`src/rtl/eth_pkg.sv`:
```
// Shared constants, FSM state type and helpers for the Ethernet command path.
package eth_pkg;

  localparam int unsigned PAY_CNT_W = 11;
  localparam int unsigned HDR_IDX_W = 4;
  localparam int unsigned PRE_CNT_W = 3;

  typedef enum logic [2:0] {
    IDLE,
    PRE,
    HDR,
    PAY,
    CHECK,
    DROP
  } eth_state_e;

  localparam logic [31:0] CRC_INIT    = 32'hFFFF_FFFF;
  localparam logic [31:0] CRC_RESIDUE = 32'hDEBB_20E3;
  localparam logic [31:0] CRC_POLY    = 32'hEDB8_8320;

  localparam logic [7:0] PRE_BYTE = 8'h55;
  localparam logic [7:0] SFD_BYTE = 8'hD5;

  localparam logic [PRE_CNT_W-1:0] MAX_PRE = 3'd7;

  localparam logic [HDR_IDX_W-1:0] MAC_BYTES   = 4'd6;
  localparam logic [HDR_IDX_W-1:0] ETYPE_HI_IX = 4'd12;
  localparam logic [HDR_IDX_W-1:0] ETYPE_LO_IX = 4'd13;

  localparam logic [PAY_CNT_W-1:0] MIN_LEN     = 11'd50;
  localparam logic [PAY_CNT_W-1:0] MAX_LEN     = 11'd1504;
  localparam logic [PAY_CNT_W-1:0] PAY_CNT_MAX = 11'd2047;

  // Statistics counters stick at all-ones instead of wrapping.
  function automatic logic [15:0] sat_inc16(input logic [15:0] v);
    return (v == 16'hFFFF) ? v : v + 16'd1;
  endfunction

endpackage

```
`src/rtl/eth_cmd_rx_if.sv`:
```
// Command handshake bundle between the receiver (master) and its consumer.
interface eth_cmd_rx_if;
  logic        cmd_valid;
  logic        cmd_ready;
  logic [7:0]  cmd_opcode;
  logic [31:0] cmd_arg;

  modport master (output cmd_valid, output cmd_opcode, output cmd_arg, input cmd_ready);
  modport slave  (input cmd_valid, input cmd_opcode, input cmd_arg, output cmd_ready);
endinterface

```
`src/rtl/crc32_d8.sv`:
```
// Combinational next-state of the reflected IEEE CRC-32 for one input byte.
module crc32_d8
  import eth_pkg::*;
(
  input  logic [31:0] i_crc,
  input  logic [7:0]  i_data,
  output logic [31:0] o_crc_c
);

  logic [31:0] w_c;

  // Fold the byte in LSB first, one polynomial step per bit.
  always_comb begin
    w_c = i_crc ^ {24'h0, i_data};
    for (int i = 0; i < 8; i++) begin
      w_c = w_c[0] ? ((w_c >> 1) ^ CRC_POLY) : (w_c >> 1);
    end
    o_crc_c = w_c;
  end

endmodule

```
`src/rtl/eth_cmd_rx.sv`:
```
// Receives command frames from the RGMII byte stream, validates header,
// length and FCS, and presents opcode/argument on a valid/ready handshake.
module eth_cmd_rx
  import eth_pkg::*;
#(
  parameter logic [47:0] MY_MAC    = 48'h000A3501FEC0,
  parameter logic [15:0] CMD_ETYPE = 16'h88B5
) (
  input  logic         clk,
  input  logic         rstn,
  input  logic         rx_dv,
  input  logic         rx_er,
  input  logic [7:0]   rx_data,
  eth_cmd_rx_if.master cmd,
  output logic [15:0]  frm_ok_cnt,
  output logic [15:0]  frm_err_cnt,
  output logic [15:0]  frm_drop_cnt
);

  eth_state_e             r_state;
  logic                   r_dv_prev;
  logic [PRE_CNT_W-1:0]   r_pre_cnt;
  logic [HDR_IDX_W-1:0]   r_idx;
  logic                   r_me;
  logic                   r_bc;
  logic [31:0]            r_crc;
  logic                   r_err;
  logic [PAY_CNT_W-1:0]   r_pay_cnt;
  logic [7:0]             r_sh_op;
  logic [31:0]            r_sh_arg;
  logic                   r_cmd_valid;
  logic [7:0]             r_cmd_op;
  logic [31:0]            r_cmd_arg;
  logic [15:0]            r_ok_cnt;
  logic [15:0]            r_err_cnt;
  logic [15:0]            r_drop_cnt;

  logic [31:0]            w_crc_next;
  logic                   w_rise;
  logic [PRE_CNT_W-1:0]   w_pre_cnt_in;
  logic                   w_take_pre;
  eth_state_e             w_pre_next;
  logic [7:0]             w_mac_byte;
  logic                   w_me_hit;
  logic                   w_bc_hit;
  logic                   w_good;
  logic                   w_accept;

  crc32_d8 u_crc (
    .i_crc   (r_crc),
    .i_data  (rx_data),
    .o_crc_c (w_crc_next)
  );

  // A frame starts only on an rx_dv rising edge; CHECK may overlap the next
  // frame's first byte when frames are separated by a single idle cycle.
  assign w_rise       = rx_dv & ~r_dv_prev;
  assign w_pre_cnt_in = (r_state == PRE) ? r_pre_cnt : 3'd0;
  assign w_take_pre   = (((r_state == IDLE) || (r_state == CHECK)) && w_rise) ||
                        ((r_state == PRE) && rx_dv);

  // Preamble byte classification and destination MAC byte selection.
  always_comb begin
    w_pre_next = DROP;
    if (!rx_er) begin
      if (rx_data == SFD_BYTE) begin
        w_pre_next = HDR;
      end else if ((rx_data == PRE_BYTE) && (w_pre_cnt_in < MAX_PRE)) begin
        w_pre_next = PRE;
      end
    end
    case (r_idx[2:0])
      3'd0:    w_mac_byte = MY_MAC[47:40];
      3'd1:    w_mac_byte = MY_MAC[39:32];
      3'd2:    w_mac_byte = MY_MAC[31:24];
      3'd3:    w_mac_byte = MY_MAC[23:16];
      3'd4:    w_mac_byte = MY_MAC[15:8];
      3'd5:    w_mac_byte = MY_MAC[7:0];
      default: w_mac_byte = 8'h00;
    endcase
  end

  assign w_me_hit = r_me && (rx_data == w_mac_byte);
  assign w_bc_hit = r_bc && (rx_data == 8'hFF);
  assign w_good   = (r_crc == CRC_RESIDUE) && (r_pay_cnt >= MIN_LEN) &&
                    (r_pay_cnt <= MAX_LEN) && !r_err;
  assign w_accept = !r_cmd_valid || cmd.cmd_ready;

  // Receive FSM with datapath, handshake and statistics registers.
  always_ff @(posedge clk or negedge rstn) begin
    if (!rstn) begin
      r_state     <= IDLE;
      r_dv_prev   <= 1'b1;
      r_pre_cnt   <= '0;
      r_idx       <= '0;
      r_me        <= 1'b0;
      r_bc        <= 1'b0;
      r_crc       <= CRC_INIT;
      r_err       <= 1'b0;
      r_pay_cnt   <= '0;
      r_sh_op     <= '0;
      r_sh_arg    <= '0;
      r_cmd_valid <= 1'b0;
      r_cmd_op    <= '0;
      r_cmd_arg   <= '0;
      r_ok_cnt    <= '0;
      r_err_cnt   <= '0;
      r_drop_cnt  <= '0;
    end else begin
      r_dv_prev <= rx_dv;
      if (r_cmd_valid && cmd.cmd_ready) begin
        r_cmd_valid <= 1'b0;
      end

      case (r_state)
        IDLE: ;
        PRE: begin
          if (!rx_dv) begin
            r_state <= IDLE;
          end
        end
        HDR: begin
          if (!rx_dv) begin
            r_state   <= IDLE;
            r_err_cnt <= sat_inc16(r_err_cnt);
          end else if (rx_er) begin
            r_state <= DROP;
          end else begin
            r_crc <= w_crc_next;
            r_idx <= r_idx + 4'd1;
            if (r_idx < MAC_BYTES) begin
              r_me <= w_me_hit;
              r_bc <= w_bc_hit;
              if (!(w_me_hit || w_bc_hit)) begin
                r_state <= DROP;
              end
            end else if (r_idx == ETYPE_HI_IX) begin
              if (rx_data != CMD_ETYPE[15:8]) begin
                r_state <= DROP;
              end
            end else if (r_idx == ETYPE_LO_IX) begin
              r_state <= (rx_data == CMD_ETYPE[7:0]) ? PAY : DROP;
            end
          end
        end
        PAY: begin
          if (!rx_dv) begin
            r_state <= CHECK;
          end else begin
            r_crc <= w_crc_next;
            if (rx_er) begin
              r_err <= 1'b1;
            end
            if (r_pay_cnt != PAY_CNT_MAX) begin
              r_pay_cnt <= r_pay_cnt + 11'd1;
            end
            if (r_pay_cnt == 11'd0) begin
              r_sh_op <= rx_data;
            end else if (r_pay_cnt < 11'd5) begin
              r_sh_arg <= {r_sh_arg[23:0], rx_data};
            end
          end
        end
        CHECK: begin
          r_state <= IDLE;
          if (w_good) begin
            if (w_accept) begin
              r_cmd_valid <= 1'b1;
              r_cmd_op    <= r_sh_op;
              r_cmd_arg   <= r_sh_arg;
              r_ok_cnt    <= sat_inc16(r_ok_cnt);
            end else begin
              r_drop_cnt  <= sat_inc16(r_drop_cnt);
            end
          end else begin
            r_err_cnt <= sat_inc16(r_err_cnt);
          end
        end
        DROP: begin
          if (!rx_dv) begin
            r_state <= IDLE;
          end
        end
        default: r_state <= IDLE;
      endcase

      // Preamble handling shared by IDLE, PRE and a CHECK overlapping a new frame.
      if (w_take_pre) begin
        r_state   <= w_pre_next;
        r_pre_cnt <= w_pre_cnt_in + 3'd1;
        if (w_pre_next == HDR) begin
          r_idx     <= '0;
          r_me      <= 1'b1;
          r_bc      <= 1'b1;
          r_crc     <= CRC_INIT;
          r_err     <= 1'b0;
          r_pay_cnt <= '0;
        end
      end
    end
  end

  assign cmd.cmd_valid  = r_cmd_valid;
  assign cmd.cmd_opcode = r_cmd_op;
  assign cmd.cmd_arg    = r_cmd_arg;
  assign frm_ok_cnt     = r_ok_cnt;
  assign frm_err_cnt    = r_err_cnt;
  assign frm_drop_cnt   = r_drop_cnt;

endmodule

```
`src/flat_wrapper.sv`:
```
// flat-port wrapper written by rule: the top's interface ports become plain ports
module eth_cmd_rx_flat import eth_pkg::*;
#(
  parameter logic [47:0] MY_MAC    = 48'h000A3501FEC0,
  parameter logic [15:0] CMD_ETYPE = 16'h88B5
)
  (clk, rstn, rx_dv, rx_er, rx_data, frm_ok_cnt, frm_err_cnt, frm_drop_cnt, cmd_cmd_valid, cmd_cmd_opcode, cmd_cmd_arg, cmd_cmd_ready);
  eth_cmd_rx_if cmd_i ();
  input  logic clk;
  input  logic rstn;
  input  logic rx_dv;
  input  logic rx_er;
  input  logic [7:0] rx_data;
  output logic [15:0] frm_ok_cnt;
  output logic [15:0] frm_err_cnt;
  output logic [15:0] frm_drop_cnt;
  output wire logic [$bits(cmd_i.cmd_valid)-1:0] cmd_cmd_valid;
  output wire logic [$bits(cmd_i.cmd_opcode)-1:0] cmd_cmd_opcode;
  output wire logic [$bits(cmd_i.cmd_arg)-1:0] cmd_cmd_arg;
  input wire logic [$bits(cmd_i.cmd_ready)-1:0] cmd_cmd_ready;
  assign cmd_cmd_valid = cmd_i.cmd_valid;
  assign cmd_cmd_opcode = cmd_i.cmd_opcode;
  assign cmd_cmd_arg = cmd_i.cmd_arg;
  assign cmd_i.cmd_ready = cmd_cmd_ready;
  eth_cmd_rx #(.MY_MAC(MY_MAC), .CMD_ETYPE(CMD_ETYPE)) u_core (.clk(clk), .rstn(rstn), .rx_dv(rx_dv), .rx_er(rx_er), .rx_data(rx_data), .cmd(cmd_i), .frm_ok_cnt(frm_ok_cnt), .frm_err_cnt(frm_err_cnt), .frm_drop_cnt(frm_drop_cnt));
endmodule
```
`config.mk`:
```
export PLATFORM = sky130hd
export DESIGN_NAME = eth_cmd_rx_flat
export DESIGN_NICKNAME = d
export VERILOG_FILES = /design/src/rtl/eth_pkg.sv /design/src/rtl/eth_cmd_rx_if.sv /design/src/rtl/crc32_d8.sv /design/src/rtl/eth_cmd_rx.sv /design/src/flat_wrapper.sv
export SDC_FILE = /design/constraint.sdc
export NUM_CORES = 1
export LEC_CHECK = 0
export CELL_PAD_IN_SITES_DETAIL_PLACEMENT = 0
export CELL_PAD_IN_SITES_GLOBAL_PLACEMENT = 1
export CORE_MARGIN = 2
export CORE_UTILIZATION = 25
export DETAILED_ROUTE_END_ITERATION = 16
export PLACE_DENSITY = 0.48
export SLEW_MARGIN = 5
export SYNTH_ARGS = -nofsm -noshare
export SYNTH_HDL_FRONTEND = slang
export SYNTH_HIERARCHICAL = 1
export SYNTH_SLANG_ARGS = --single-unit
```
`constraint.sdc`:
```
create_clock -name clk -period 3.42 [get_ports clk]
set_input_delay 0.342 -clock clk [delete_from_list [all_inputs] [get_ports clk]]
set_output_delay 0.342 -clock clk [all_outputs]
set_load 0.02 [all_outputs]
```
==> metrics.yaml <==
diodes: 0
antenna_found_initial: 0
finalCoreUtilization: 0.315
netlist_area_um2: 9150
dp_hpwl_um: 16900
grt_pass1_vias: 6411
die_x_um: 195
nets: 944
coreArea_um2: 36300
cts_resized: 0
clock-sinks: 186
path_class: "register to register"
ys_top_cells_by_area: "dfrtp_1 (42%), mux2_2 (11%), dfstp_2 (9.5%)"
multi_input_area_um2: 4280
port_buffers: 101
yosysWarningCount: 6
r2r_end: "u_core/frm_ok_cnt[3]"
r2r_slack_ns: 0.37
netlist.area_leader.share: 0.418
grt_max_degree: 74
grt_pass1_wl_um: 38500
critical_path.max_fanout: 12
worst_slew_pin_slew_ns: 0.918
avgViaCountPerCell: 4.49
grt-ovfl-total: 0
start_util: 0.252
ys_seq_area_frac: 0.513
dr.first_iter.drc_count: 310
cp.required_ns: 3.75
synth_ff_type: "dfrtp_1"
cts_made_buffers: 17
status: "complete, no violations"
die_y_um: 195
synth_async_sr_flop_share: 1.00
pin_count: 102
r2r_cells: 7
max_slew_margin: 0.383
dp_cells: 1367
mostFrequentLayoutCell: "dfrtp_1"
wirelength_um: 23800
period_minus_slack_ns: 3.05
cts.clk_slew.worst_paths_ns: 0.08
place.gp.congestion: 0.737
synth.distinct_cells: 59
powerDensity_nw_per_um2: 468
grt_usage: 0.130
p_leak_nw: 4.98
drive_gt1_frac: 0.226
final_cell_mix: "dfrtp_1 (153), nand2_1 (101), clkdlybuf4s50_1 (100)"
wl_per_cell_um: 17.0
cp-start-kind: "register"
synth_seq_cells: 186
drt-pass1-iter-count: 5
critical_path_arrival_ns: 3.38
root_buffer: "clkbuf_16"
fin_cells: 1399
peakVddDrop_uv: 374
clock_path_buffers: 2
synth_edf_count: 0
syn-num-nets: 825
num-fill-cells: 3714
area_growth_pct: 25.1
slew_viol_final: 0
drv_cap: 0
clk_latency_ns: 0.45
synth.largest_area_cell: "dfrtp_1"
htree_levels: 4
min_path_type: "primary input to asynchronous set/reset pin"
seqCellArea_um2: 4700
dieArea_um2: 38100
setup_violations: 0
finalSetupTns_ns: 0
synthCells: 800
hold_violations: 0
vias: 6275
cp-end-kind: "register"
reg2reg_from: "u_core/r_crc[5]"
rsz0062_at_grt: "false"
fmax_mhz: 328
cts_tree: "yes"
post-route-drc-count: 0
finalCritPeriodShare: 0.891
synth_area_per_cell_um2: 11.4
rows: 70
postRouteAntennaNets: 0
finClkSkew_ns: 0.0138
per-stage QoR:
step                hold WS, ns  cell area, um2  worst slack [ns]  total power, mW
finish                    0.485           11400             0.372             5.36
global route              0.507           11400             0.234             5.67
CTS                       0.494           11400             0.386             5.48
detailed placement        0.427           10900             0.390             3.47
global placement          0.425           10900             0.416             3.49
floorplan                0.0464            9150             0.634             3.09
cell type report:
| type | count | area share |
|---|---|---|
| flip-flops and latches | 186 | 0.410 |
| clock buffers | 18 | 0.0375 |
| repair buffers | 133 | 0.111 |
| well taps | 468 | 0.0512 |
| multi-input cells | 565 | 0.374 |
| clock inverters | 13 | 0.0112 |
| inverters | 16 | 0.00525 |
critical path, stage by stage, from the launching register on:
cell	delay [ns]
dfstp_2	0.56
nor4bb_1	0.37
nand4_1	0.16
or4_1	0.61
or3_2	0.49
buf_4	0.22
or3_1	0.39
xnor2_1	0.13
flip-flops by register name, indices dropped and copies added (netlist names):
signal	flops
u_core/r_pay_cnt	11
u_core/frm_ok_cnt	16
u_core/cmd.cmd_valid	1
u_core/r_dv_prev	1
u_core/r_err	1
u_core/r_state	3
u_core/r_bc	1
u_core/r_pre_cnt	3
u_core/cmd.cmd_arg	32
u_core/r_idx	4
u_core/frm_err_cnt	16
u_core/r_sh_arg	32
u_core/r_sh_op	8
u_core/r_crc	32
u_core/cmd.cmd_opcode	8
u_core/r_me	1
u_core/frm_drop_cnt	16
cells by family after synthesis:
group	Yosys count	synth area share
multiplexers	94	0.115
XOR/XNOR	125	0.140
adder cells (fa/ha/maj)	12	0.0164
AO/OA/AOI/OAI	41	0.0302
flip-flops	186	0.513
AND/OR/NAND/NOR	293	0.164
buffers and inverters	49	0.0205
worst max-delay path by stage:
| stage | from | to | cells after the start |
|---|---|---|---|
| after floorplan | u_core/r_crc[5] | u_core/frm_ok_cnt[5] | 8 |
| after global placement | u_core/r_crc[5] | u_core/frm_ok_cnt[3] | 7 |
| after detailed placement | u_core/r_crc[5] | u_core/frm_ok_cnt[3] | 7 |
| after CTS | u_core/r_crc[5] | u_core/frm_ok_cnt[3] | 7 |
| after global routing | u_core/r_crc[5] | u_core/frm_ok_cnt[3] | 7 |
| final | u_core/r_crc[5] | u_core/frm_ok_cnt[3] | 7 |
timing repair:
item / 4_1_cts / 5_1_grt
buffers inserted: 0 / 0
hold buffers: 1 / 0
hold endpoints to repair: 70 / 0
synthesized netlist by cell type (all sizes together), types with 2 or more instances:
cell type	instances
a31oi	4
xor2	23
nor4b	5
and4	10
nor4	5
and3	5
o21ai	8
a21oi	10
nand3b	2
ha	12
nand2	101
and2	4
o31ai	2
a221oi	2
or2	4
or3	2
nor4bb	5
nor2	43
inv	16
o21a	2
nor3b	3
buf	6
nand4b	2
a211o	2
nand3	50
nor3	7
a211oi	2
dfrtp	153
mux2i	6
dfstp	33
and4b	2
clkbuf	27
xnor3	6
xnor2	96
nand4	31
or4	4
mux2	88
nor2b	5
per-layer routing:
layer,vias to the layer above,part of all wire,GRT usage,wire length [um]
met2,106,0.46,0.199,10900
met5,-,0,0,0
met1,3138,0.51,0.187,12000
li1,3017,-,-,-
met3,14,0.027,0.0226,648
met4,0,0.011,0.0401,265
power by group:
group | internal (mW) | switching [mW]
clock | 0.965 | 0.981
sequential | 2.30 | 0.105
combinational | 0.471 | 0.540
Note: power is estimated with default switching activity, not from simulation.
